File: src/rtl/fp_posit_acc_pkg.sv
// Shared FP16 constants and result layout for the product accumulator.
// The accumulator LSB weight is 2^-(FIX_FRAC_W + FP16_BIAS) = 2^-25.
package fp_posit_acc_pkg;

    localparam int ACC_WIDTH  = 56;
    localparam int FP16_BIAS  = 15;
    localparam int FP16_EXP_MAX = 31;
    localparam int FP16_MAN_W = 10;
    localparam int FIX_FRAC_W = 10;
    localparam logic [15:0] FP16_INF = 16'h7C00;

    localparam int LSB_EXP = FIX_FRAC_W + FP16_BIAS;
    // Lowest leading-one bit position that still gives a normal FP16 result.
    localparam int MIN_POS = LSB_EXP + 1 - FP16_BIAS;

    typedef struct packed {
        logic                  sign;
        logic [4:0]            exp;
        logic [FP16_MAN_W-1:0] man;
    } fp16_t;

endpackage

File: src/rtl/fp_posit_acc_to_fp16.sv
// Combinational normalize/round: two's-complement fixed-point accumulator to FP16.
// Round to nearest even, flush subnormals to +0, saturate to signed infinity.
module acc_to_fp16 #(
    parameter int ACC_WIDTH = fp_posit_acc_pkg::ACC_WIDTH
) (
    input  logic [ACC_WIDTH-1:0] i_acc,
    output logic [15:0]          o_fp16,
    output logic                 o_ovf
);
    import fp_posit_acc_pkg::*;

    localparam int PW = $clog2(ACC_WIDTH);

    logic                  w_sign;
    logic [ACC_WIDTH-1:0]  w_mag;
    logic [PW-1:0]         w_pos;
    logic                  w_nz;
    logic [ACC_WIDTH-2:0]  w_frac;
    logic [FP16_MAN_W-1:0] w_man_raw;
    logic                  w_guard;
    logic                  w_sticky;
    logic                  w_rnd_up;
    logic [FP16_MAN_W:0]   w_man_rnd;
    logic [PW:0]           w_exp_b;
    logic                  w_uflow;
    fp16_t                 w_res;

    assign w_sign = i_acc[ACC_WIDTH-1];
    assign w_mag  = w_sign ? -i_acc : i_acc;

    always_comb begin
        w_pos = '0;
        w_nz  = 1'b0;
        for (int unsigned i = 0; i < ACC_WIDTH; i++) begin
            if (w_mag[i]) begin
                w_pos = PW'(i);
                w_nz  = 1'b1;
            end
        end
    end

    // Leading one is shifted out of the top, leaving only the fraction bits.
    assign w_frac    = (ACC_WIDTH-1)'(w_mag << (PW'(ACC_WIDTH-1) - w_pos));
    assign w_man_raw = w_frac[ACC_WIDTH-2 -: FP16_MAN_W];
    assign w_guard   = w_frac[ACC_WIDTH-2-FP16_MAN_W];
    assign w_sticky  = |w_frac[ACC_WIDTH-3-FP16_MAN_W:0];
    assign w_rnd_up  = w_guard & (w_sticky | w_man_raw[0]);
    assign w_man_rnd = {1'b0, w_man_raw} + (FP16_MAN_W+1)'(w_rnd_up);

    assign w_exp_b = {1'b0, w_pos} - (PW+1)'(FIX_FRAC_W)
                   + (PW+1)'(w_man_rnd[FP16_MAN_W]);
    assign w_uflow = !w_nz || ({1'b0, w_pos} < (PW+1)'(MIN_POS));

    always_comb begin
        w_res  = '0;
        o_ovf  = 1'b0;
        if (w_uflow) begin
            w_res = '0;
        end else if (w_exp_b >= (PW+1)'(FP16_EXP_MAX)) begin
            w_res      = fp16_t'(FP16_INF);
            w_res.sign = w_sign;
            o_ovf      = 1'b1;
        end else begin
            w_res.sign = w_sign;
            w_res.exp  = w_exp_b[4:0];
            w_res.man  = w_man_rnd[FP16_MAN_W-1:0];
        end
    end

    assign o_fp16 = w_res;

endmodule

File: src/rtl/fp_posit_acc.sv
// Groups of acc_len signed products are summed in fixed point, then normalized
// and rounded to FP16 over two pipeline stages; groups run back to back.
module fp_posit_acc #(
    parameter int ACC_WIDTH = fp_posit_acc_pkg::ACC_WIDTH,
    parameter int LEN_WIDTH = 8
) (
    input  logic                 clk,
    input  logic                 rst,
    input  logic                 set,
    input  logic [LEN_WIDTH-1:0] acc_len,
    input  logic                 in_valid,
    input  logic                 in_sign,
    input  logic [4:0]           in_exp,
    input  logic [13:0]          in_man,
    output logic [15:0]          out_fp16,
    output logic                 out_valid,
    output logic                 busy,
    output logic                 ovf
);
    import fp_posit_acc_pkg::*;

    logic [ACC_WIDTH-1:0] r_acc;
    logic [LEN_WIDTH-1:0] r_cnt;
    logic [LEN_WIDTH-1:0] r_len;
    logic [ACC_WIDTH-1:0] r_norm;
    logic                 r_norm_vld;
    logic [15:0]          r_out;
    logic                 r_out_vld;
    logic                 r_ovf;

    logic [ACC_WIDTH-1:0] w_mag_term;
    logic [ACC_WIDTH-1:0] w_term;
    logic [ACC_WIDTH-1:0] w_sum;
    logic                 w_last;
    logic [15:0]          w_fp16;
    logic                 w_ovf;

    assign w_mag_term = ACC_WIDTH'(in_man) << in_exp;
    assign w_term     = in_sign ? -w_mag_term : w_mag_term;
    assign w_sum      = r_acc + w_term;
    assign w_last     = ({1'b0, r_cnt} + (LEN_WIDTH+1)'(1)) == {1'b0, r_len};

    acc_to_fp16 #(
        .ACC_WIDTH(ACC_WIDTH)
    ) u_norm (
        .i_acc  (r_norm),
        .o_fp16 (w_fp16),
        .o_ovf  (w_ovf)
    );

    always_ff @(posedge clk or negedge rst) begin
        if (!rst) begin
            r_acc      <= '0;
            r_cnt      <= '0;
            r_len      <= LEN_WIDTH'(1);
            r_norm     <= '0;
            r_norm_vld <= 1'b0;
            r_out      <= '0;
            r_out_vld  <= 1'b0;
            r_ovf      <= 1'b0;
        end else begin
            r_norm_vld <= 1'b0;
            // set only touches the open group; in-flight results keep moving.
            if (set) begin
                r_acc <= '0;
                r_cnt <= '0;
                r_len <= (acc_len == '0) ? LEN_WIDTH'(1) : acc_len;
            end else if (in_valid) begin
                if (w_last) begin
                    r_norm     <= w_sum;
                    r_norm_vld <= 1'b1;
                    r_acc      <= '0;
                    r_cnt      <= '0;
                end else begin
                    r_acc <= w_sum;
                    r_cnt <= r_cnt + LEN_WIDTH'(1);
                end
            end

            r_out_vld <= r_norm_vld;
            if (r_norm_vld) begin
                r_out <= w_fp16;
            end

            if (r_norm_vld && w_ovf) begin
                r_ovf <= 1'b1;
            end else if (set) begin
                r_ovf <= 1'b0;
            end
        end
    end

    assign out_fp16  = r_out;
    assign out_valid = r_out_vld;
    assign busy      = (r_cnt != '0);
    assign ovf       = r_ovf;

endmodule

File: config.mk
export PLATFORM = sky130hd
export DESIGN_NAME = fp_posit_acc
export DESIGN_NICKNAME = d
export VERILOG_FILES = /design/src/rtl/fp_posit_acc_pkg.sv /design/src/rtl/fp_posit_acc_to_fp16.sv /design/src/rtl/fp_posit_acc.sv
export SDC_FILE = /design/constraint.sdc
export NUM_CORES = 1
export LEC_CHECK = 0
export ABC_AREA = 1
export CAP_MARGIN = 20
export CELL_PAD_IN_SITES_DETAIL_PLACEMENT = 1
export CELL_PAD_IN_SITES_GLOBAL_PLACEMENT = 2
export CORE_UTILIZATION = 37
export DETAILED_ROUTE_END_ITERATION = 7
export PLACE_DENSITY_LB_ADDON = 0.15
export SETUP_SLACK_MARGIN = 0.1
export SYNTH_ARGS = -nofsm -noshare
export SYNTH_HDL_FRONTEND = slang
export SYNTH_HIERARCHICAL = 1
export SYNTH_SLANG_ARGS = --single-unit
export TNS_END_PERCENT = 20
File: constraint.sdc
create_clock -name clk -period 24.9 [get_ports clk]
set_input_delay 3.735 -clock clk [delete_from_list [all_inputs] [get_ports clk]]
set_output_delay 3.735 -clock clk [all_outputs]
set_load 0.01 [all_outputs]
# Word-level counts from Yosys, hierarchy flattened
# Index checks and enable logic that the tools add are counted.
[word_totals]
register_bits = 147
in_bits = 32
output_inout_bits = 19
wordCells = 163
[op_classes]
n_addsub = 9
order_cmp = 2
eq_ne = 1
shifts = 2
n_mux = 129
bitwise = 3
n_reduce_logical = 9
[ops]
columns = ["op", "count"]
rows = [
  ["56-bit two-way mux", 5],
  ["6-bit two-way mux", 24],
  ["56-bit negator", 2],
  ["5-bit two-way mux", 16],
  ["1-bit two-way mux", 64],
  ["56-bit adder", 1],
  ["14-bit by 5-bit left shift with 56-bit output", 1],
  ["56-bit by 6-bit left shift with 55-bit output", 1],
  ["44-bit OR reduction", 1],
  ["4-bit two-way mux", 8],
  ["8-bit two-way mux", 4],
  ["16-bit two-way mux", 1],
  ["15-bit two-way mux", 1],
  ["3-bit two-way mux", 4],
  ["10-bit by 1-bit adder with 11-bit output", 1],
  ["8-bit by 1-bit adder with 9-bit output (second input constant)", 1],
  ["9-bit by 8-bit == test with 1-bit output", 1],
  ["8-bit by 1-bit adder with 8-bit output (second input constant)", 1],
  ["8-bit logical NOT", 1],
  ["8-bit nonzero test", 1],
  ["7-bit by 1-bit adder with 7-bit output", 1],
  ["7-bit by 5-bit >= comparator with 1-bit output (second input constant)", 1],
  ["6-bit by 4-bit subtractor with 7-bit output (second input constant)", 1],
  ["6-bit by 4-bit < comparator with 1-bit output (second input constant)", 1],
  ["other kinds (10)", 12],
]

# Logic depth before layout (Yosys ltp)
[depth]
ltp_word = 69
ltp_mapped = 89
ltp_nobuf = 88

# Hierarchy
# The synthesis kept the hierarchy.
[by_module_without_submodules]
columns = ["mod", "instances", "cells_each", "area_per_inst_um2", "seq_area_each_um2"]
rows = [
  ["fp_posit_acc", 1, 1699, 11539.8, 3679.8],
  ["acc_to_fp16", 1, 1306, 6128.4, 0.0],
]

# Worst setup path before layout
# OpenSTA, ideal clock, no wires.
[synth_path]
path_type = "register -> register"
startpoint = "reg r_norm[5]"
endpoint = "reg r_out[2] (netlist: out_fp16[2])"
setup_time_ns = 0.065
t_arrival_ns = 7.752
t_required_ns = 24.835
setup_slack_ns = 17.083
path_stages_with_launch = 52
path_buffers = 3
synth_period_minus_slack_ns = 7.817
cell_sequence = "dfrtp_1 nor2_2 nand4_4 nor2_4 nand4_2 nor3_2 nand2_1 nor2_2 nand2_1 nor2_1 nand3_1 or3_4 nor2_2 nand3_2 or4_1 o21ai_0 xor2_1 nor2_1 (+16 left out) nand2_1 nor2_4 nand2_1 nor2_1 ha_1 inv_1 ha_1 inv_1 o21ai_0 a21boi_0 o21ai_1 a31oi_1 nand2_1 clkinv_1 o21ai_0 a21oi_1 nand2_1 nand2_1"
[synth_via]
elab_chain_len = 63
elab_cells_between_ends = 118
classes_between = "add/sub: 5; order compare: 2; shift: 1; mux: 105; bitwise: 2; reduce/logical: 3"
[synth_lines]
columns = ["item", "line_no", "text"]
rows = [
  ["start: declaration", "fp_posit_acc.sv:25", "logic [ACC_WIDTH-1:0] r_norm;"],
  ["start signal: assignment", "fp_posit_acc.sv:70", "r_norm <= w_sum;"],
  ["56-bit negator", "fp_posit_acc_to_fp16.sv:29", "assign w_mag = w_sign ? -i_acc : i_acc;"],
  ["56-bit two-way mux (*)", "fp_posit_acc_to_fp16.sv:29", ""],
  ["3-bit two-way mux (3 in series)", "fp_posit_acc_to_fp16.sv:35", "if (w_mag[i]) begin"],
  ["4-bit two-way mux (8 in series)", "fp_posit_acc_to_fp16.sv:35", ""],
  ["5-bit two-way mux (16 in series)", "fp_posit_acc_to_fp16.sv:35", ""],
  ["6-bit two-way mux (24 in series)", "fp_posit_acc_to_fp16.sv:35", ""],
  ["6-bit subtractor", "fp_posit_acc_to_fp16.sv:43", "assign w_frac = (ACC_WIDTH-1)'(w_mag << (PW'(ACC_WIDTH-1) - w_pos));"],
  ["56-bit by 6-bit left shift with 55-bit output", "fp_posit_acc_to_fp16.sv:43", ""],
  ["44-bit OR reduction", "fp_posit_acc_to_fp16.sv:46", "assign w_sticky = |w_frac[ACC_WIDTH-3-FP16_MAN_W:0];"],
  ["1-bit bitwise OR", "fp_posit_acc_to_fp16.sv:47", "assign w_rnd_up = w_guard & (w_sticky | w_man_raw[0]);"],
  ["1-bit bitwise AND", "fp_posit_acc_to_fp16.sv:47", ""],
  ["10-bit by 1-bit adder with 11-bit output", "fp_posit_acc_to_fp16.sv:48", "assign w_man_rnd = {1'b0, w_man_raw} + (FP16_MAN_W+1)'(w_rnd_up);"],
  ["7-bit by 1-bit adder with 7-bit output", "fp_posit_acc_to_fp16.sv:51", "+ (PW+1)'(w_man_rnd[FP16_MAN_W]);"],
  ["7-bit by 5-bit >= comparator with 1-bit output", "fp_posit_acc_to_fp16.sv:59", "end else if (w_exp_b >= (PW+1)'(FP16_EXP_MAX)) begin"],
  ["15-bit two-way mux", "fp_posit_acc_to_fp16.sv:59", ""],
  ["16-bit two-way mux (*)", "fp_posit_acc_to_fp16.sv:57", "if (w_uflow) begin"],
  ["named net w_fp16[2]", "fp_posit_acc.sv:35", "logic [15:0] w_fp16;"],
  ["end signal: assignment", "fp_posit_acc.sv:82", "r_out <= w_fp16;"],
  ["end: declaration", "fp_posit_acc.sv:27", "logic [15:0] r_out;"],
]
# The timed path passes the listed nets; every way through them passes the cells marked *.
# A chain may end at the register's enable or synchronous reset.

# Worst setup path after layout
[layout_path]
startpoint = "reg r_norm[55]"
endpoint = "reg r_out[4] (netlist: out_fp16[4])"
[layout_via]
elab_chain_len = 66
elab_cells_between_ends = 127
classes_between = "add/sub: 5; order compare: 2; shift: 1; mux: 114; bitwise: 2; reduce/logical: 3"
[layout_lines]
columns = ["item", "line_no"]
rows = [
  ["56-bit two-way mux (*)", "fp_posit_acc_to_fp16.sv:29"],
  ["1-bit two-way mux", "fp_posit_acc_to_fp16.sv:35"],
  ["2-bit two-way mux (2 in series)", "fp_posit_acc_to_fp16.sv:35"],
  ["3-bit two-way mux (4 in series)", "fp_posit_acc_to_fp16.sv:35"],
  ["4-bit two-way mux (8 in series)", "fp_posit_acc_to_fp16.sv:35"],
  ["5-bit two-way mux (16 in series)", "fp_posit_acc_to_fp16.sv:35"],
  ["6-bit two-way mux (24 in series)", "fp_posit_acc_to_fp16.sv:35"],
  ["6-bit subtractor", "fp_posit_acc_to_fp16.sv:43"],
  ["(+2 left out)", "n/a"],
  ["1-bit bitwise OR", "fp_posit_acc_to_fp16.sv:47"],
  ["1-bit bitwise AND", "fp_posit_acc_to_fp16.sv:47"],
  ["10-bit by 1-bit adder with 11-bit output", "fp_posit_acc_to_fp16.sv:48"],
  ["7-bit by 1-bit adder with 7-bit output", "fp_posit_acc_to_fp16.sv:51"],
  ["7-bit by 5-bit >= comparator with 1-bit output", "fp_posit_acc_to_fp16.sv:59"],
  ["15-bit two-way mux", "fp_posit_acc_to_fp16.sv:59"],
  ["16-bit two-way mux (*)", "fp_posit_acc_to_fp16.sv:57"],
  ["named net w_fp16[4]", "fp_posit_acc.sv:35"],
]
# Marks and branches as above.

==> flow_metrics.tcl <==
set metrics [dict create \
    ys.flop_type "dfrtp_1" \
    fin_tns_setup_ps 0 \
    muxShareOfSynthArea 0 \
    cts_buffer_depth 2 \
    min_to "out_fp16[10]" \
    syn_inst 3005 \
    timing.hold.ws_ps 472.8 \
    synth_fa_ha_area_frac 0.05212 \
    ys_top_cells_by_count "nand2_1, nand3_1, inv_1, nor2_1, dfrtp_1" \
    cts_buffers 17 \
    track_usage 0.2768 \
    gp_congestion 0.8801 \
    die_h_um 220.5 \
    place_inst 3565 \
    root_buffer "clkbuf_16" \
    timing.hold.worst.class "reg2reg" \
    synth_top_family_by_area "simple AND/OR/NAND/NOR gates" \
    cts_sinks 147 \
    fmax_mhz 98.65 \
    worstSetupPathType "reg2reg" \
    fp.dieW_um 220.5 \
    grt_pass1_vias 19810 \
    crit_top_cell "nand2_1" \
    grt_max_degree 83 \
    drc 0 \
    area_delta_synth_final_pct 8.009 \
    clk_latency_ps 460 \
    period_needed_ps 10140 \
    setup_viol 0 \
    path_delay_family "simple AND/OR/NAND/NOR gates" \
    ys_types 68 \
    drt-pass1-iter-count 7 \
    synth_compound_area_frac 0.1210 \
    hp-start "out_fp16[10]" \
    grt-ovfl-total 0 \
    vias 19500 \
    syn_area_sq_um 17670 \
    synth.area.top_cells "nand2_1, dfrtp_1, nand3_1" \
    syn_avg_cell_area_sq_um 5.880 \
    synthesis.nets 3110 \
    synth-xor-area-share 0.06883 \
    grt_setup_unrepaired "false" \
    fin_cells 3597 \
    async_flop_share 1.000 \
    maxCapViolCount 0 \
    cts.repair.resized 0 \
    yosys_warnings 6 \
    drive_above_1_share 0.04181 \
    fin_area_sq_um 19080 \
    antenna_found_initial 0 \
    port_buffers 50 \
    synth_edf_count 0 \
    synth_area_leader_cell "nand2_1" \
    die-area_sq_um 48630 \
    path_buf_inv 6 \
    ioPinCount 51 \
    drt_iter0_markers 1047 \
    timing.rr.end "out_fp16[4]" \
    vias_per_cell 5.420 \
    slew_headroom 0.3761 \
    synth-simple-area-share 0.4549 \
    hold_depth 2 \
    rr_startpoint "r_norm[55]" \
    start_util 0.3771 \
    ant_nets 0 \
    cts_tree "yes" \
    cp.arrival_ps 10540 \
    yosysTopAreaCellShare 0.2169 \
    reg2reg_slack_ps 14760 \
    ys_seq_elements 147 \
    synth_most_common_cell "nand2_1" \
    place_hpwl_mm 52.95 \
    cts_max_level 4 \
    clock_skew_ps 15.13 \
    diodes 0 \
    fp.coreArea_sq_um 46850 \
    finalHoldViolations 0 \
    cp.required_ps 25300 \
    grt_pass1_wl_mm 106.9 \
    post_cts_buffers 0 \
    worst_setup_path_start_kind "flop" \
    slowest_stage "nand2_4" \
    placed_area_sq_um 18510 \
    wire_per_inst_um 18.17 \
    drt-total-wl_mm 65.37 \
    num_rows 79 \
    cp-end-kind "flop" \
    cts_hold_buffers 0 \
    slew_violations 0 \
    cp_max_fo 81 \
    clk_pin_slew_ps 70 \
    status "finished, final reports clean" \
    fin_nets 3082 \
    min_period_over_period 0.4071 \
    cpPeakStageDelay_ps 630 \
    reg2reg_depth 82 \
    worst_pin_slew_ps 933.0 \
    synth-seq-area-share 0.2083 \
]
==> registers in the layout (all words and copies together), names as in the netlist <==
name	count
out_fp16	16
r_len	8
out_valid	1
r_acc	56
r_norm_vld	1
r_norm	56
ovf	1
r_cnt	8
==> worst min-delay path, cell delays in order (launching register included) <==
cell and delay (ps):
dfrtp_1 340, nand2_1 50, nand2_1 50
==> cell families (layout without fill, tap and decap cells) <==
kind of cell             count (synthesis)  after routing
adder cells (fa/ha/maj)                 73             73
buffers and inverters                  404            389
AND/OR/NAND/NOR                       1865           1865
XOR/XNOR                               135            135
AO/OA/AOI/OAI                          381            381
flip-flops                             147            147
==> metal layers <==
metal,GRT usage,routed length [um],vias to the layer above
met5,0,0,-
met1,0.3767,31750,9396
met2,0.4739,31070,262
li1,-,-,9781
met3,0.02419,1543,57
met4,0.06027,1007,0
==> through the flow <==
step / setup WS, ps / util
after floorplan: 17080 / -
after global placement: 14970 / 0.3946
after detailed placement: 14870 / 0.3952
after CTS: 14860 / 0.4073
after global routing: 13520 / 0.4073
final: 14760 / 0.4073
==> cells in the final DEF, fill, tap and decap left out, types with 10 or more instances in the layout <==
master           Yosys  routed
nand2_1           1021    1018
nand3_1            454     454
inv_1              272     272
nor2_1             250     249
dfrtp_1            146     146
o21ai_0            137     137
a21oi_1            107     107
xor2_1              87      87
ha_1                72      72
clkdlybuf4s50_1      0      49
o21ai_1             48      48
xnor2_1             45      45
nand4_1             34      34
nor3_1              31      31
buf_4                3      18
clkbuf_16            0      17
o211ai_1            15      15
a31oi_1             14      14
inv_2               12      12
nor2_2              11      11
nand3b_1            10      10
nor4_1              10      10
o21bai_1            10      10
==> cell type report <==
class | instances | area, sq um
clock buffer | 19 | 442.9
sequential | 147 | 3680
fill | 6450 | 27770
timing repair buffer | 69 | 664.4
multi-input combinational | 2454 | 12330
clock inverter | 13 | 126.4
inverter | 288 | 1084
tap | 607 | 759.5
==> worst max path at each step <==
stage | endpoint | depth (start not counted) | slack, ps | startpoint
detailed placement | out_fp16[0] | 82 | 14870 | r_norm[55]
global placement | r_acc[44] | 23 | 14970 | in_exp[3]
floorplan | out_fp16[2] | 51 | 17080 | r_norm[5]
global route | out_fp16[4] | 82 | 13520 | r_norm[55]
CTS | out_fp16[2] | 82 | 14860 | r_norm[55]
finish | out_fp16[4] | 82 | 14760 | r_norm[55]
Power is not shown: default switching activity piles up to over one toggle a cycle in this logic, so the estimate is an artifact.
